--- src/rtl/ie_interrupt_handler_pkg.sv ---
// Shared definitions for the 6502 interrupt/exception sequencer: vectors, stack page,
// status flag positions and the handler state/service encodings.
package ie_defs;

    localparam logic [15:0] VEC_NMI    = 16'hFFFA;
    localparam logic [15:0] VEC_RESET  = 16'hFFFC;
    localparam logic [15:0] VEC_BRK    = 16'hFFFE;
    localparam logic [7:0]  STACK_PAGE = 8'h01;

    localparam int FLAG_C = 0;
    localparam int FLAG_Z = 1;
    localparam int FLAG_I = 2;
    localparam int FLAG_D = 3;
    localparam int FLAG_B = 4;
    localparam int FLAG_U = 5;
    localparam int FLAG_V = 6;
    localparam int FLAG_N = 7;

    localparam logic [7:0] MASK_I = 8'(1 << FLAG_I);
    localparam logic [7:0] MASK_B = 8'(1 << FLAG_B);
    localparam logic [7:0] MASK_U = 8'(1 << FLAG_U);

    typedef enum logic [2:0] {
        ST_IDLE,
        ST_PUSH_PCH,
        ST_PUSH_PCL,
        ST_PUSH_P,
        ST_RD_WAIT,
        ST_RD_CAP
    } ih_state_t;

    typedef enum logic [2:0] {
        SVC_NONE,
        SVC_RESET,
        SVC_RTI,
        SVC_BRK,
        SVC_NMI
    } ih_svc_t;

    function automatic logic [15:0] stack_addr(input logic [7:0] sp);
        return {STACK_PAGE, sp};
    endfunction

endpackage

--- src/rtl/ih_edge_latch.sv ---
// Rising-edge detector feeding a sticky pending flag; a new edge wins over a clear
// arriving on the same cycle so an event during service is never lost.
module ih_edge_latch (
    input  logic clk,
    input  logic rst,
    input  logic sig,
    input  logic clear,
    output logic pending
);

    logic sig_q;

    always_ff @(posedge clk or negedge rst) begin
        if (!rst) begin
            sig_q   <= 1'b0;
            pending <= 1'b0;
        end else begin
            sig_q <= sig;
            if (sig && !sig_q)
                pending <= 1'b1;
            else if (clear)
                pending <= 1'b0;
        end
    end

endmodule

--- src/rtl/ie_interrupt_handler.sv ---
// Post-instruction interrupt sequencer: soft reset, RTI, BRK and (with IH_NMI_EN defined)
// PPU vblank NMI, driving stack pushes/pulls and vector fetches over the CPU bus.
module ie_interrupt_handler
    import ie_defs::*;
(
    input  logic        clk,
    input  logic        rst,
    output logic [15:0] mem_addr,
    input  logic [7:0]  mem_data_in,
    output logic [7:0]  mem_data_out,
    output logic        mem_write_en,
    input  logic        is_break,
    input  logic [7:0]  ppu_status,
    input  logic        soft_reset,
    input  logic        is_rti,
    input  logic        int_start,
    output logic        int_done,
    output logic        int_busy,
    input  logic [15:0] pc_in,
    input  logic [7:0]  status_in,
    input  logic [7:0]  sp_in,
    output logic [15:0] pc_out,
    output logic [7:0]  status_out,
    output logic [7:0]  sp_out
);

    ih_state_t   state;
    ih_svc_t     svc;
    ih_svc_t     svc_sel;
    logic [1:0]  rd_step;
    logic [15:0] lat_pc;
    logic [7:0]  lat_p;
    logic [7:0]  lat_sp;
    logic [7:0]  tmp_p;
    logic [7:0]  tmp_lo;
    logic [7:0]  push_p;
    logic        accept;
    logic        soft_pend;
    logic        nmi_pend;
    logic        soft_clear;
    logic        unused_ppu;

    assign accept     = (state == ST_IDLE) && int_start;
    assign soft_clear = accept && (svc_sel == SVC_RESET);
    assign push_p     = (lat_p & ~MASK_B) | MASK_U | ((svc == SVC_BRK) ? MASK_B : 8'h00);

    ih_edge_latch u_soft_latch (
        .clk     (clk),
        .rst     (rst),
        .sig     (soft_reset),
        .clear   (soft_clear),
        .pending (soft_pend)
    );

`ifdef IH_NMI_EN
    logic nmi_clear;
    assign nmi_clear  = accept && (svc_sel == SVC_NMI);
    assign unused_ppu = ^ppu_status[6:0];

    ih_edge_latch u_nmi_latch (
        .clk     (clk),
        .rst     (rst),
        .sig     (ppu_status[7]),
        .clear   (nmi_clear),
        .pending (nmi_pend)
    );
`else
    assign nmi_pend   = 1'b0;
    assign unused_ppu = ^ppu_status;
`endif

    always_comb begin
        svc_sel = SVC_NONE;
        if (soft_pend)
            svc_sel = SVC_RESET;
        else if (is_rti)
            svc_sel = SVC_RTI;
        else if (is_break)
            svc_sel = SVC_BRK;
        else if (nmi_pend)
            svc_sel = SVC_NMI;
    end

    // Each read holds its address for two cycles; data is captured on the second edge.
    always_ff @(posedge clk or negedge rst) begin
        if (!rst) begin
            state        <= ST_IDLE;
            svc          <= SVC_NONE;
            rd_step      <= 2'd0;
            lat_pc       <= 16'h0000;
            lat_p        <= 8'h00;
            lat_sp       <= 8'h00;
            tmp_p        <= 8'h00;
            tmp_lo       <= 8'h00;
            mem_addr     <= 16'h0000;
            mem_data_out <= 8'h00;
            mem_write_en <= 1'b0;
            int_done     <= 1'b0;
            int_busy     <= 1'b0;
            pc_out       <= 16'h0000;
            status_out   <= 8'h00;
            sp_out       <= 8'hFF;
        end else begin
            mem_write_en <= 1'b0;
            mem_data_out <= 8'h00;
            case (state)
                ST_IDLE: begin
                    if (int_start) begin
                        lat_pc   <= pc_in;
                        lat_p    <= status_in;
                        lat_sp   <= sp_in;
                        svc      <= svc_sel;
                        rd_step  <= 2'd0;
                        int_done <= 1'b0;
                        case (svc_sel)
                            SVC_NONE: begin
                                int_done   <= 1'b1;
                                pc_out     <= pc_in;
                                status_out <= status_in;
                                sp_out     <= sp_in;
                            end
                            SVC_RESET: begin
                                int_busy <= 1'b1;
                                mem_addr <= VEC_RESET;
                                state    <= ST_RD_WAIT;
                            end
                            SVC_RTI: begin
                                int_busy <= 1'b1;
                                mem_addr <= stack_addr(sp_in + 8'd1);
                                state    <= ST_RD_WAIT;
                            end
                            default: begin
                                int_busy     <= 1'b1;
                                mem_addr     <= stack_addr(sp_in);
                                mem_data_out <= pc_in[15:8];
                                mem_write_en <= 1'b1;
                                state        <= ST_PUSH_PCH;
                            end
                        endcase
                    end
                end
                ST_PUSH_PCH: begin
                    mem_addr     <= stack_addr(lat_sp - 8'd1);
                    mem_data_out <= lat_pc[7:0];
                    mem_write_en <= 1'b1;
                    state        <= ST_PUSH_PCL;
                end
                ST_PUSH_PCL: begin
                    mem_addr     <= stack_addr(lat_sp - 8'd2);
                    mem_data_out <= push_p;
                    mem_write_en <= 1'b1;
                    state        <= ST_PUSH_P;
                end
                ST_PUSH_P: begin
                    mem_addr <= (svc == SVC_BRK) ? VEC_BRK : VEC_NMI;
                    state    <= ST_RD_WAIT;
                end
                ST_RD_WAIT: begin
                    state <= ST_RD_CAP;
                end
                ST_RD_CAP: begin
                    state   <= ST_RD_WAIT;
                    rd_step <= rd_step + 2'd1;
                    if (svc == SVC_RTI) begin
                        case (rd_step)
                            2'd0: begin
                                tmp_p    <= mem_data_in;
                                mem_addr <= stack_addr(lat_sp + 8'd2);
                            end
                            2'd1: begin
                                tmp_lo   <= mem_data_in;
                                mem_addr <= stack_addr(lat_sp + 8'd3);
                            end
                            default: begin
                                pc_out     <= {mem_data_in, tmp_lo};
                                status_out <= (tmp_p & ~MASK_B) | MASK_U;
                                sp_out     <= lat_sp + 8'd3;
                                int_done   <= 1'b1;
                                int_busy   <= 1'b0;
                                state      <= ST_IDLE;
                            end
                        endcase
                    end else if (rd_step == 2'd0) begin
                        tmp_lo   <= mem_data_in;
                        mem_addr <= mem_addr + 16'd1;
                    end else begin
                        pc_out     <= {mem_data_in, tmp_lo};
                        status_out <= lat_p | MASK_I;
                        sp_out     <= lat_sp - 8'd3;
                        int_done   <= 1'b1;
                        int_busy   <= 1'b0;
                        state      <= ST_IDLE;
                    end
                end
                default: begin
                    state <= ST_IDLE;
                end
            endcase
        end
    end

endmodule

--- config.mk ---
export PLATFORM = sky130hd
export DESIGN_NAME = ie_interrupt_handler
export DESIGN_NICKNAME = d
export VERILOG_FILES = /design/src/rtl/ie_interrupt_handler_pkg.sv /design/src/rtl/ih_edge_latch.sv /design/src/rtl/ie_interrupt_handler.sv
export SDC_FILE = /design/constraint.sdc
export NUM_CORES = 1
export LEC_CHECK = 0
export BUFFER_PORTS_ARGS = -buffer_cell sky130_fd_sc_hd__buf_2
export CAP_MARGIN = 20
export CORE_ASPECT_RATIO = 0.6
export CORE_UTILIZATION = 51
export CTS_CLUSTER_SIZE = 20
export DETAILED_ROUTE_END_ITERATION = 7
export PLACE_DENSITY = 0.73
export SYNTH_ARGS = -nofsm -noshare
export SYNTH_HDL_FRONTEND = slang
export SYNTH_HIERARCHICAL = 1
export SYNTH_SLANG_ARGS = --single-unit
--- constraint.sdc ---
create_clock -name clk -period 3 [get_ports clk]
set_input_delay 0.15 -clock clk [delete_from_list [all_inputs] [get_ports clk]]
set_output_delay 0.15 -clock clk [all_outputs]
set_load 0.02 [all_outputs]
# Yosys cells after proc, flatten, opt, wreduce, memory -nomap -nowiden
# Index checks and enable logic that the tools add are counted.
# totals
register_bits,109
input_bits,54
# classes
add_sub_neg,8
n_eq_ne,18
muxes,60
bitwise_logic,1
reduce_logical,24
# ops
operator,n
$mux W16,8
$mux W8,15
$pmux W16 S5,1
$pmux W16 S2,2
$pmux W16 S3,1
$pmux W8 S2,2
$pmux W8 S3,1
$mux W3,7
$pmux W3 S6,1
$add A16 B1 Y16 const B,1
$add A8 B2 Y8 const B,2
$sub A8 B2 Y8 const B,2
$eq A3 B2 Y1 const B,5
$reduce_and A5 Y1,3
$mux W1,14
$ne A3 B3 Y1 const B,3
$add A8 B1 Y8 const B,1
$or A8 B5 Y8,1
$sub A8 B1 Y8 const B,1
$eq A3 B1 Y1 const B,2
$eq A3 B3 Y1 const B,2
$logic_not A3 Y1,2
$pmux W1 S2,3
$pmux W3 S2,1
18 further kinds,30

# Longest topological paths before layout
# Gate-level depths: netlist of the first run.
# logic_depth
depth_word,8
depth_mapped,10

# Cells and area by module
# The synthesis of the first run kept the hierarchy.
# by_module_without_submodules
mod,n_inst,cells_per_inst,area_per_inst_um2,seq_area_each_um2
ie_interrupt_handler,1,667,5944.5,2612.5
ih_edge_latch,1,5,70.1,50.0

# Worst setup path before layout of the first run
# No wires, ideal clock.
# synth_path
kind,reg2reg
startpoint,register u_soft_latch.pending
endpoint,register mem_addr[10]
setup_time_ps,121
t_arrival_ps,2030
required_time_ps,2879
setup_slack_ps,848
path_stages_with_launch,9
period_less_slack_ps,2152
path_cell_list,dfrtp_1 > a21oi_1 > inv_1 > ha_1 > or3b_2 > a21oi_1 > o21a_1 > a21oi_1 > o22a_1
# synth_via
elab_chain_cells,5
# synth_lines
item,line,text
start: declaration,ih_edge_latch.sv:8,output logic pending
start signal: assignment,ih_edge_latch.sv:16,pending <= 1'b0;
start signal: assignment,ih_edge_latch.sv:20,pending <= 1'b1;
start signal: assignment,ih_edge_latch.sv:22,pending <= 1'b0;
$mux W3 (*),ie_interrupt_handler.sv:74,if (soft_pend)
named net svc_sel[0],ie_interrupt_handler.sv:29,ih_svc_t svc_sel;
"$eq A3 B2 Y1, or another cell as far along",ie_interrupt_handler.sv:115,case (svc_sel)
$pmux W16 S3,ie_interrupt_handler.sv:115,
$mux W16,ie_interrupt_handler.sv:108,if (int_start) begin
$pmux W16 S5,ie_interrupt_handler.sv:106,case (state)
end signal: assignment,ie_interrupt_handler.sv:129,mem_addr <= stack_addr(sp_in + 8'd1);
end signal: assignment,ie_interrupt_handler.sv:134,mem_addr <= stack_addr(sp_in);
end signal: assignment,ie_interrupt_handler.sv:143,mem_addr <= stack_addr(lat_sp - 8'd1);
end: declaration,ie_interrupt_handler.sv:8,"output logic [15:0] mem_addr,"
# The timed path passes the listed nets; every way through them passes the cells marked *. The select of a mux whose other input is x is not followed.
# A chain may end at the register's enable or synchronous reset.

# Final worst setup path of the first run
# layout_path
startpoint,register u_soft_latch.pending
endpoint,register mem_addr[9]
# The elaborated chain is that of the path after synthesis.

==> metrics.log, run 1 <==
[metrics] hpwl dp: 12400 µm
[metrics] area fraction in and, or, nand and nor cells after synthesis: 18.6%
[metrics] Setup crit start kind: flop
[metrics] number of slew-limit violations in the final report: 0
[metrics] Die X: 142 µm
[metrics] worst min-delay path category: in2reg
[metrics] sequential-to-total area share from yosys stat: 44.3%
[metrics] Post-Syn Area: 0.00601 mm²
[metrics] Period minus WS final: 2.55 ns
[metrics] cell with the most instances after synthesis: sky130_fd_sc_hd__nand2_1
[metrics] Worst Tran Pin Value: 0.866 ns
[metrics] portion of synthesized cell area occupied by the leading cell type: 40.8%
[metrics] worst-case vdd ir drop: 0.530 mV
[metrics] largest registers ranked by flip-flop count: mem_addr: 16 flops, pc_out: 16 flops
[metrics] reg-to-reg critical path startpoint: u_soft_latch/pending$_DFFE_PN0P_
[metrics] capture point of the worst reg-to-reg path: mem_addr[9]$_DFFE_PN0P_
[metrics] root buffer cell: sky130_fd_sc_hd__clkbuf_16
[metrics] number of enable flip-flop cells after synthesis: 0
[metrics] final worst-path cycle share: 85.1%
[metrics] post-cts resize count: 0
[metrics] per-cell via count in the routed design: 5.91
[metrics] worst hold slack across all endpoints: 0.0105 ns
[metrics] NumNets Final: 831
[metrics] post-synthesis area per instance: 8.95 µm²
[metrics] Hold Vio Cnt, Final: 0
[metrics] register-to-register path setup slack: 0.45 ns
[metrics] Final setup violation count: 0
[metrics] portion of netlist area occupied by mux cells: 6.84%
[metrics] Worst Skew: 0.00571 ns
[metrics] CTS buffer count: 9
[metrics] Synth Warn #: 6
[metrics] Fmax achieved: 0.392 GHz
[metrics] total routing resource utilization after global routing: 28.8%
[metrics] final routed wire length divided by cell count: 18.5 µm
[metrics] Leakage: 3.32 nW
[metrics] fraction of the mapped netlist area in adder cells: 2.91%
[metrics] layout overhead on the synthesized area: 16.4%
[metrics] data arrival time at the worst-slack endpoint: 2.80 ns
[metrics] power per standard cell area: 1160 mW/mm²
[metrics] syn nets: 740
[metrics] largest fanout of any net on the critical path: 6
[metrics] data required time of the critical path: 3.24 ns
[metrics] proportion of layout cells with a drive suffix above 1: 22.3%
[metrics] iteration-0 DRC count of the detailed router: 496
[metrics] gpl congestion: 0.887
[metrics] timing startpoint of the critical path: u_soft_latch/pending$_DFFE_PN0P_
[metrics] placed cell count: 904
[metrics] leading post-synthesis cells by instance count: sky130_fd_sc_hd__nand2_1 (131), sky130_fd_sc_hd__dfrtp_1 (98), sky130_fd_sc_hd__o21ai_0 (65)
[metrics] Yosys reg bits: 106
[metrics] post-synthesis cell type count: 72
[metrics] floorplan core area: 0.0114 mm²
[metrics] tightest slew margin relative to the limit: 42.0%
[metrics] Post-synth top flop: sky130_fd_sc_hd__dfrtp_1
[metrics] initial antenna violation count: 0
[metrics] worst skew pair latency: 0.35 ns
[metrics] area of the die: 0.0122 mm²
[metrics] filler cell count in the final layout: 996
[metrics] clk sinks: 106
[metrics] gate count of the mapped netlist: 672
[metrics] Synth area leader: sky130_fd_sc_hd__dfrtp_1
[metrics] result of the run: finished, final reports clean
[metrics] post-synthesis async set-or-reset flop share: 100%
[metrics] largest family of logic cells by synthesized area: compound AO/OA/AOI/OAI gates
[metrics] Routed WL: 17200 µm
[metrics] maximum root-to-sink buffer count: 2
[metrics] Rows: 30
[metrics] number of standard cells in the layout, taps in and fillers out: 929
[metrics] first-pass GRT wire length: 26900 µm
[metrics] worst setup path category: reg2reg
[metrics] XOR/XNOR share of the synthesized area: 1.89%
[metrics] top-level port count: 113
[metrics] number of nets with antenna violations after detailed routing: 0
[metrics] clock tree from TritonCTS: done
[metrics] complex-gate fraction of the synthesized area: 20.0%
[metrics] Clock Pin Slew Worst Setup and Hold Paths: 0.08 ns
[metrics] maximum number of pins on one net before global-route repair: 63
[metrics] routed via count: 5488
[metrics] post-CTS setup buffer count: 0
[metrics] number of cell instances on the worst register-to-register path: 8
[metrics] unrepaired setup endpoints after global routing: no
[metrics] worst setup path endpoint: mem_addr[9]$_DFFE_PN0P_
[metrics] top cells by area, synth: sky130_fd_sc_hd__dfrtp_1 (41%), sky130_fd_sc_hd__nand2_1 (8.2%), sky130_fd_sc_hd__o21ai_0 (5.4%), sky130_fd_sc_hd__mux2i_1 (3.7%), sky130_fd_sc_hd__dfstp_2 (3.5%)
[metrics] vias in the first global route: 5046
[metrics] Port Buffers: 104
[metrics] overflow left after global routing: 0
[metrics] setup TNS: 0 ns
[metrics] total iterations of the first detailed-routing run: 8
[metrics] Die Y-Extent: 86.1 µm
[metrics] Post-route DRC: 0
[metrics] number of H-tree levels: 3
[metrics] max-cap violation count: 0
[metrics] Critical Path End Type: flop
[metrics] Starting Density: 52.9%
per-layer routing:
layer	part of all wire [%]	GRT usage [%]	wire length [µm]	up-vias
met4	0.65	4.99	111	0
met5	0	0	0	-
met2	42	42.0	7210	221
li1	-	-	-	2565
met1	48	42.9	8250	2690
met3	9.3	8.15	1600	12
layout by cell type (no fill, tap or decap), drive strengths merged, types with 7 or more instances in the layout:
cell type    instances
ha                  14
xor2                 7
nor3                 9
clkbuf               9
inv                 32
mux2i               22
o21ai               67
dfrtp               98
dlygate4sd3          8
and3                 7
nand2              131
or3                  9
dfstp                8
a21oi               40
nor2                29
buf                116
nand3               23
mux2                17
a31oi               16
how the worst min path moves through the flow:
stage,from,end,slack [ns],depth (start not counted)
finish,status_in[3],lat_p[3]$_DFFE_PN0P_,0.01,3
global route,status_in[3],lat_p[3]$_DFFE_PN0P_,0.008,3
CTS,status_in[3],lat_p[3]$_DFFE_PN0P_,0.0004,3
detailed placement,rst,lat_p[0]$_DFFE_PN0P_,0.22,1
global placement,rst,pc_out[11]$_DFFE_PN0P_,0.22,1
floorplan,rst,int_busy$_DFFE_PN0P_,-0.15,0
cells by family after synthesis:
logic type / Yosys count
AOI/OAI and AO/OA: 185
xor gates and xnor gates: 13
adders and majority gates: 14
buffers and inverters: 72
DFF: 106
muxes: 39
and+or+nand+nor: 243
power by group:
part           internal [W]  switching, W
Combinational       0.00159       0.00262
Clock              0.000581      0.000586
Sequential          0.00213      0.000620
Total               0.00429       0.00383
area by class of cell:
cell class,count,area (µm²),share of cell area [%]
inverter,28,105,1.50
tap,160,200,2.86
clock buffer,9,225,3.22
timing repair buffer,124,718,10.3
multi-input combinational,494,3030,43.3
antenna,1,2.50,0.0357
clock inverter,7,58.8,0.840
sequential,106,2660,38.0
through the flow:
stage	setup slack [ns]	instance area (µm²)	power [W]	utilization [%]
2_1_floorplan	0.848	6010	0.00561	-
3_3_place_gp	0.569	6630	0.00673	58.3
3_5_place_dp	0.498	6630	0.00689	58.3
4_1_cts	0.475	7000	0.00807	61.5
5_1_grt	0.275	7000	0.00865	61.5
6_report	0.446	7000	0.00812	61.6
critical path: stages (launching register included):
cell and delay (ns):
sky130_fd_sc_hd__dfrtp_1 0.40, sky130_fd_sc_hd__a21oi_1 0.28, sky130_fd_sc_hd__inv_1 0.12, sky130_fd_sc_hd__ha_1 0.30, sky130_fd_sc_hd__or3b_2 0.51, sky130_fd_sc_hd__a21oi_1 0.22, sky130_fd_sc_hd__o21a_1 0.29, sky130_fd_sc_hd__a21oi_1 0.11
sky130_fd_sc_hd__o22a_1 0.22
repair_timing:
| action | in CTS | in global routing |
|---|---|---|
| setup endpoints to repair | 0 | 0 |
| endpoints found under the hold margin | 50 | 0 |
| hold buffers | 8 | 0 |
(Power assumes the default switching activity.)
==> run 2, diff against run 1 <==
PLACE_DENSITY = 0.78   (was 0.73)
==> run 2 against run 1 <==
Compared with the run above: combinational power barely moved; first-iteration DRC count rose by 17%; clock-buffer cell count rose by 1; fmax fell by 1.3%; setup slack got worse by 0.033 ns; non-clock buffer count fell by 3; sequential cell count did not move; sequential power rose by 1%; critical path type unchanged; critical endpoint unchanged.
==> metrics.log, run 2 (synthesis gave the netlist of run 1 again) <==
[metrics] result of the run: finished, final reports clean
[metrics] worst-case vdd ir drop: 0.478 mV (-9.7%)
[metrics] worst setup path category: reg2reg
[metrics] total iterations of the first detailed-routing run: 5 (-3)
[metrics] Hold-fix buffers, CTS: 2 (-6)
[metrics] data arrival time at the worst-slack endpoint: 2.83 ns (+0.03 ns)
[metrics] worst skew pair latency: 0.36 ns (about the same)
[metrics] final total power: 0.00818 W (+0.73%)
[metrics] vias in the first global route: 5069 (+0.46%)
[metrics] iteration-0 DRC count of the detailed router: 582 (+17%)
[metrics] post-cts resize count: 0 (unchanged)
[metrics] Fmax achieved: 0.387 GHz (-1.3%)
[metrics] layout overhead on the synthesized area: 16.1%
[metrics] Rows: 30 (unchanged)
[metrics] maximum number of pins on one net before global-route repair: 57 (-9.5%)
[metrics] largest fanout of any net on the critical path: 6 (unchanged)
[metrics] data required time of the critical path: 3.24 ns (about the same)
[metrics] clk sinks: 106 (unchanged)
[metrics] root buffer cell: sky130_fd_sc_hd__clkbuf_16
[metrics] Port Buffers: 104 (unchanged)
[metrics] top-level port count: 113 (unchanged)
[metrics] worst hold slack across all endpoints: 0.00379 ns (-0.00666 ns)
[metrics] routed via count: 5526 (+0.69%)
[metrics] Setup crit start kind: flop
[metrics] worst min-delay path category: in2reg
[metrics] power per standard cell area: 1170 mW/mm² (+0.99%)
[metrics] largest registers ranked by flip-flop count: mem_addr: 16 flops, pc_out: 16 flops
[metrics] unrepaired setup endpoints after global routing: no
[metrics] clock tree from TritonCTS: done
[metrics] Period minus WS final: 2.59 ns (+0.0328 ns)
[metrics] total routing resource utilization after global routing: 28.8% (-0.039 points)
[metrics] initial antenna violation count: 0 (unchanged)
[metrics] gpl congestion: 0.936 (+5.6%)
[metrics] most common cell after layout, fill and taps aside: sky130_fd_sc_hd__nand2_1
[metrics] top library cells by usage in the layout, fill and taps aside: sky130_fd_sc_hd__nand2_1 (131), sky130_fd_sc_hd__buf_2 (103), sky130_fd_sc_hd__dfrtp_1 (98)
[metrics] Die X: 142 µm (unchanged)
[metrics] CTS buffer count: 9 (unchanged)
[metrics] first-pass GRT wire length: 26900 µm (about the same)
[metrics] Final setup violation count: 0 (unchanged)
[metrics] proportion of layout cells with a drive suffix above 1: 22.7% (+0.48 points)
[metrics] per-cell via count in the routed design: 5.97 (+1.1%)
[metrics] antenna fix cells: 0 (-1)
[metrics] Worst Tran Pin Value: 0.797 ns (-0.0691 ns)
[metrics] NumNets Final: 828 (-0.36%)
[metrics] floorplan core area: 0.0114 mm² (unchanged)
[metrics] number of H-tree levels: 3 (unchanged)
[metrics] final worst-path cycle share: 86.2% (+1.1 points)
[metrics] Critical Path End Type: flop
[metrics] Finished Cell Area: 0.00698 mm² (-0.25%)
[metrics] overflow left after global routing: 0 (unchanged)
[metrics] area of the die: 0.0122 mm² (unchanged)
[metrics] setup TNS: 0 ns (unchanged)
[metrics] post-CTS setup buffer count: 0 (unchanged)
[metrics] post-place instance area: 0.00666 mm² (+0.34%)
[metrics] Leakage: 3.32 nW (-0.14%)
[metrics] filler cell count in the final layout: 958 (-3.8%)
[metrics] number of nets with antenna violations after detailed routing: 0 (unchanged)
[metrics] number of slew-limit violations in the final report: 0 (unchanged)
[metrics] Hold Vio Cnt, Final: 0 (unchanged)
[metrics] Post-route DRC: 0 (unchanged)
[metrics] register-to-register path setup slack: 0.41 ns (-0.03 ns)
[metrics] Worst Skew: 0.0133 ns (+0.00757 ns)
[metrics] maximum root-to-sink buffer count: 2 (unchanged)
[metrics] final routed wire length divided by cell count: 18.6 µm (+0.61%)
[metrics] tightest slew margin relative to the limit: 46.9% (+4.8 points)
[metrics] hpwl dp: 12300 µm (-0.18%)
[metrics] Clock Pin Slew Worst Setup and Hold Paths: 0.08 ns (about the same)
[metrics] max-cap violation count: 0 (unchanged)
[metrics] Starting Density: 52.9% (unchanged)
[metrics] Die Y-Extent: 86.1 µm (unchanged)
[metrics] Routed WL: 17200 µm (+0.17%)
[run 2: cell type report]
cell class              count  area (µm²)  share of cell area (%)
clock buffers              10         239                    3.42
well taps                 160         200                    2.87
multi-input cells         494        3030                    43.4
repair buffers            121         681                    9.75
flip-flops and latches    106        2660                    38.1
inverters                  28         105                    1.51
clock inverters             6        67.6                   0.968
[run 2: per-stage QoR]
step / std cells / util, % / setup slack, ns
2_1_floorplan: 672 / - / 0.848
3_3_place_gp: 907 / 58.5 / 0.584
3_5_place_dp: 907 / 58.5 / 0.473
4_1_cts: 925 / 61.4 / 0.452
5_1_grt: 925 / 61.4 / 0.246
6_report: 925 / 61.4 / 0.413
[run 2: where the power goes]
part           total, W  switching, W  internal, W
sequential      0.00279      0.000664      0.00212
clock           0.00121      0.000598     0.000613
combinational   0.00418       0.00259      0.00159
total           0.00818       0.00385      0.00433
[run 2: critical path: stages, from the launching register on]
cell and delay [ns]:
sky130_fd_sc_hd__dfrtp_1 0.40, sky130_fd_sc_hd__a21oi_1 0.29, sky130_fd_sc_hd__inv_1 0.12, sky130_fd_sc_hd__ha_1 0.30, sky130_fd_sc_hd__or3b_2 0.51, sky130_fd_sc_hd__a21oi_1 0.22
sky130_fd_sc_hd__o21a_1 0.29, sky130_fd_sc_hd__a21oi_1 0.12, sky130_fd_sc_hd__o22a_1 0.23
[run 2: worst paths after layout]
path                                                  startpoint                               end  depth (start not counted)
worst min-delay path                                status_in[6]              lat_p[6]$_DFFE_PN0P_                          3
worst max-delay path            u_soft_latch/pending$_DFFE_PN0P_           mem_addr[9]$_DFFE_PN0P_                          8
worst max register to register  u_soft_latch/pending$_DFFE_PN0P_           mem_addr[9]$_DFFE_PN0P_                          8
worst min register to register      u_soft_latch/sig_q$_DFF_PN0_  u_soft_latch/pending$_DFFE_PN0P_                          1
max in group asynchronous                                    rst             sp_out[7]$_DFFE_PN1P_                          3
min in group asynchronous                                    rst             pc_out[9]$_DFFE_PN0P_                          2
[run 2: routing by layer]
layer | global-route usage (%) | wire, µm | vias to the layer above
li1 | - | - | 2566
met1 | 43.5 | 7890 | 2646
met2 | 40.6 | 7410 | 300
met3 | 7.98 | 1780 | 14
met4 | 6.26 | 129 | 0
met5 | 0 | 0 | -
==> run 3, diff against run 2 <==
--- a/config.mk
+++ b/config.mk
@@ -10,6 +10,6 @@
 export CORE_ASPECT_RATIO = 0.6
-export CORE_UTILIZATION = 51
+export CORE_UTILIZATION = 30
 export CTS_CLUSTER_SIZE = 20
 export DETAILED_ROUTE_END_ITERATION = 7
-export PLACE_DENSITY = 0.78
+export PLACE_DENSITY = 0.52
 export SYNTH_ARGS = -nofsm -noshare
==> constraint.sdc (replaced) <==
create_clock -name clk -period 3 [get_ports clk]
set_input_delay 0.3 -clock clk [delete_from_list [all_inputs] [get_ports clk]]
set_output_delay 0.3 -clock clk [all_outputs]
set_load 0.02 [all_outputs]
==> run 3 against run 2 <==
Compared with the run above: clock-buffer cell count is 3 higher; largest cell class unchanged; die area rose by 69%; worst hold slack better by 0.066 ns; sequential power decreased by 2%; clock skew down 0.0014 ns; highest routed layer unchanged; register-to-register slack gained 0.08 ns; setup slack improved by 0.075 ns.
==> metrics.log, run 3 (synthesis gave the netlist of run 1 again) <==
[metrics] hpwl dp: 13700 µm (+11%)
[metrics] kind of cell adding the most delay to the critical path: compound AO/OA/AOI/OAI gates
[metrics] Buf/Inv on CP: 1 (unchanged)
[metrics] number of nets with antenna violations after detailed routing: 0 (unchanged)
[metrics] FF/Latch Area: 0.00266 mm² (unchanged)
[metrics] overflow left after global routing: 0 (unchanged)
[metrics] vias in the first global route: 4943 (-2.5%)
[metrics] total routing resource utilization after global routing: 18.7% (-10 points)
[metrics] total net switching power: 0.00383 W (-0.51%)
[metrics] final total power: 0.00827 W (+1.2%)
[metrics] maximum root-to-sink buffer count: 2 (unchanged)
[metrics] clk sinks: 106 (unchanged)
[metrics] number of slew-limit violations in the final report: 0 (unchanged)
[metrics] floorplan core area: 0.0193 mm² (+70%)
[metrics] gpl congestion: 0.876 (-6.4%)
[metrics] data arrival time at the worst-slack endpoint: 2.72 ns (-0.11 ns)
[metrics] worst setup path category: reg2reg
[metrics] most common cell after layout, fill and taps aside: sky130_fd_sc_hd__nand2_1
[metrics] root buffer cell: sky130_fd_sc_hd__clkbuf_16
[metrics] worst-case vdd ir drop: 0.384 mV (-20%)
[metrics] Worst Skew: 0.0119 ns (-0.00141 ns)
[metrics] total internal power: 0.00444 W (+2.6%)
[metrics] Port Buffers: 104 (unchanged)
[metrics] maximum number of pins on one net before global-route repair: 48 (-16%)
[metrics] final worst-path cycle share: 83.7% (-2.5 points)
[metrics] largest fanout of any net on the critical path: 12 (+6)
[metrics] first-pass GRT wire length: 29500 µm (+9.4%)
[metrics] unrepaired setup endpoints after global routing: no
[metrics] clock tree from TritonCTS: done
[metrics] Die X: 185 µm (+30%)
[metrics] top library cells by usage in the layout, fill and taps aside: sky130_fd_sc_hd__nand2_1 (131), sky130_fd_sc_hd__buf_2 (103), sky130_fd_sc_hd__dfrtp_1 (98)
[metrics] data required time of the critical path: 3.21 ns (-0.03 ns)
[metrics] area of the multi-input gates: 0.00303 mm² (unchanged)
[metrics] maximum cell stage delay along the critical path: 0.52 ns (about the same)
[metrics] Post-route DRC: 0 (unchanged)
[metrics] iteration-0 DRC count of the detailed router: 451 (-23%)
[metrics] Setup crit start kind: flop
[metrics] Period minus WS final: 2.51 ns (-0.0751 ns)
[metrics] per-cell via count in the routed design: 5.13 (-14%)
[metrics] total iterations of the first detailed-routing run: 5 (unchanged)
[metrics] number of H-tree levels: 3 (unchanged)
[metrics] routed via count: 5325 (-3.6%)
[metrics] power per standard cell area: 1150 mW/mm² (-1.5%)
[metrics] Clock Pin Slew Worst Setup and Hold Paths: 0.07 ns (about the same)
[metrics] post-CTS setup buffer count: 0 (unchanged)
[metrics] proportion of layout cells with a drive suffix above 1: 23.2% (+0.44 points)
[metrics] initial antenna violation count: 0 (unchanged)
[metrics] Routed WL: 18500 µm (+7.7%)
[metrics] area of the die: 0.0206 mm² (+69%)
[metrics] number of standard cells in the layout, taps in and fillers out: 1039 (+12%)
[metrics] slowest stage cell on the critical path: sky130_fd_sc_hd__ha_1
[metrics] ordered list of cells on the worst path: or2_2, ha_1, inv_1, a21oi_1, o22ai_1, a221oi_1, a31oi_1
[metrics] tightest slew margin relative to the limit: 48.3% (+1.4 points)
[metrics] setup TNS: 0 ns (unchanged)
[metrics] switch share: 46.3% (-0.77 points)
[metrics] final routed wire length divided by cell count: 17.8 µm (-4.1%)
[metrics] worst hold slack across all endpoints: 0.0701 ns (+0.0663 ns)
[metrics] Leakage: 3.35 nW (+0.94%)
[metrics] result of the run: finished, final reports clean
[metrics] layout overhead on the synthesized area: 19.2%
[metrics] placed cell count: 1021 (+13%)
[metrics] Starting Density: 31.1% (-22 points)
[metrics] worst skew pair latency: 0.36 ns (about the same)
[metrics] Final setup violation count: 0 (unchanged)
[metrics] share of total power in sequential cells: 33.1% (-1.0 points)
[metrics] Worst Tran Pin Value: 0.767 ns (-0.0298 ns)
[metrics] Fmax achieved: 0.398 GHz (+3.0%)
[metrics] combinational share of power: 52.1% (+1.0 points)
[metrics] Critical Path End Type: flop
[metrics] NumNets Final: 835 (+0.85%)
[metrics] Hold Vio Cnt, Final: 0 (unchanged)
[metrics] largest registers ranked by flip-flop count: mem_addr: 16 flops, pc_out: 16 flops
[metrics] CTS buffer count: 9 (unchanged)
[metrics] Rows: 39 (+30%)
[metrics] max-cap violation count: 0 (unchanged)
[metrics] worst min-delay path category: in2reg
[metrics] proportion of power drawn by the clock network: 14.8% (about the same)
[metrics] filler cell count in the final layout: 2020 (+110%)
[metrics] Die Y-Extent: 112 µm (+30%)
[metrics] top-level port count: 113 (unchanged)
[run 3: final timing paths]
| path | slack [ns] | depth (start not counted) | endpoint | startpoint |
|---|---|---|---|---|
| worst min-delay path | 0.07 | 1 | u_soft_latch/sig_q$_DFF_PN0_ | soft_reset |
| worst max-delay path | 0.49 | 7 | mem_addr[4]$_DFFE_PN0P_ | u_soft_latch/pending$_DFFE_PN0P_ |
| min in group asynchronous | 0.53 | 2 | lat_sp[2]$_DFFE_PN0P_ | rst |
| worst max register to register | 0.49 | 7 | mem_addr[4]$_DFFE_PN0P_ | u_soft_latch/pending$_DFFE_PN0P_ |
| worst min register to register | 0.45 | 1 | u_soft_latch/pending$_DFFE_PN0P_ | u_soft_latch/sig_q$_DFF_PN0_ |
| max in group asynchronous | 1.76 | 3 | tmp_lo[0]$_DFFE_PN0P_ | rst |
[run 3: area by class of cell]
| type | count | share of cell area [%] |
|---|---|---|
| Antenna cell | 1 | 0.0349 |
| Clock buffer | 13 | 3.49 |
| Clock inverter | 3 | 0.646 |
| Inverter | 28 | 1.47 |
| Multi-Input combinational cell | 494 | 42.2 |
| Sequential cell | 106 | 37.1 |
| Tap cell | 266 | 4.64 |
| Timing Repair Buffer | 128 | 10.4 |
[run 3: metrics by stage]
| stage | cell area [µm²] | util, % | setup slack [ns] |
|---|---|---|---|
| after floorplan | 6010 | - | 0.848 |
| after global placement | 6860 | 35.5 | 0.431 |
| after detailed placement | 6860 | 35.5 | 0.438 |
| after CTS | 7170 | 37.1 | 0.499 |
| after global routing | 7170 | 37.1 | 0.279 |
| final | 7170 | 37.1 | 0.488 |
[run 3: timing repair]
item                                   CTS  global route
resized for setup                        0             0
hold buffers                             1             0
endpoints found under the hold margin    4             0
[run 3: layer usage]
layer	GRT usage, %	vias up	share of wire [%]
met5	0	-	0
met4	3.20	0	0.70
met3	5.50	10	8.0
met2	22.7	190	37
met1	31.0	2546	54
li1	-	2579	-
[run 3: power groups by stage]
stage	sequential (W)	clock [W]	combinational [W]
global route	0.00285	0.00130	0.00474
CTS	0.00273	0.00126	0.00429
finish	0.00274	0.00122	0.00431
floorplan	0.00296	0	0.00265
detailed placement	0.00276	0	0.00426
global placement	0.00275	0	0.00427
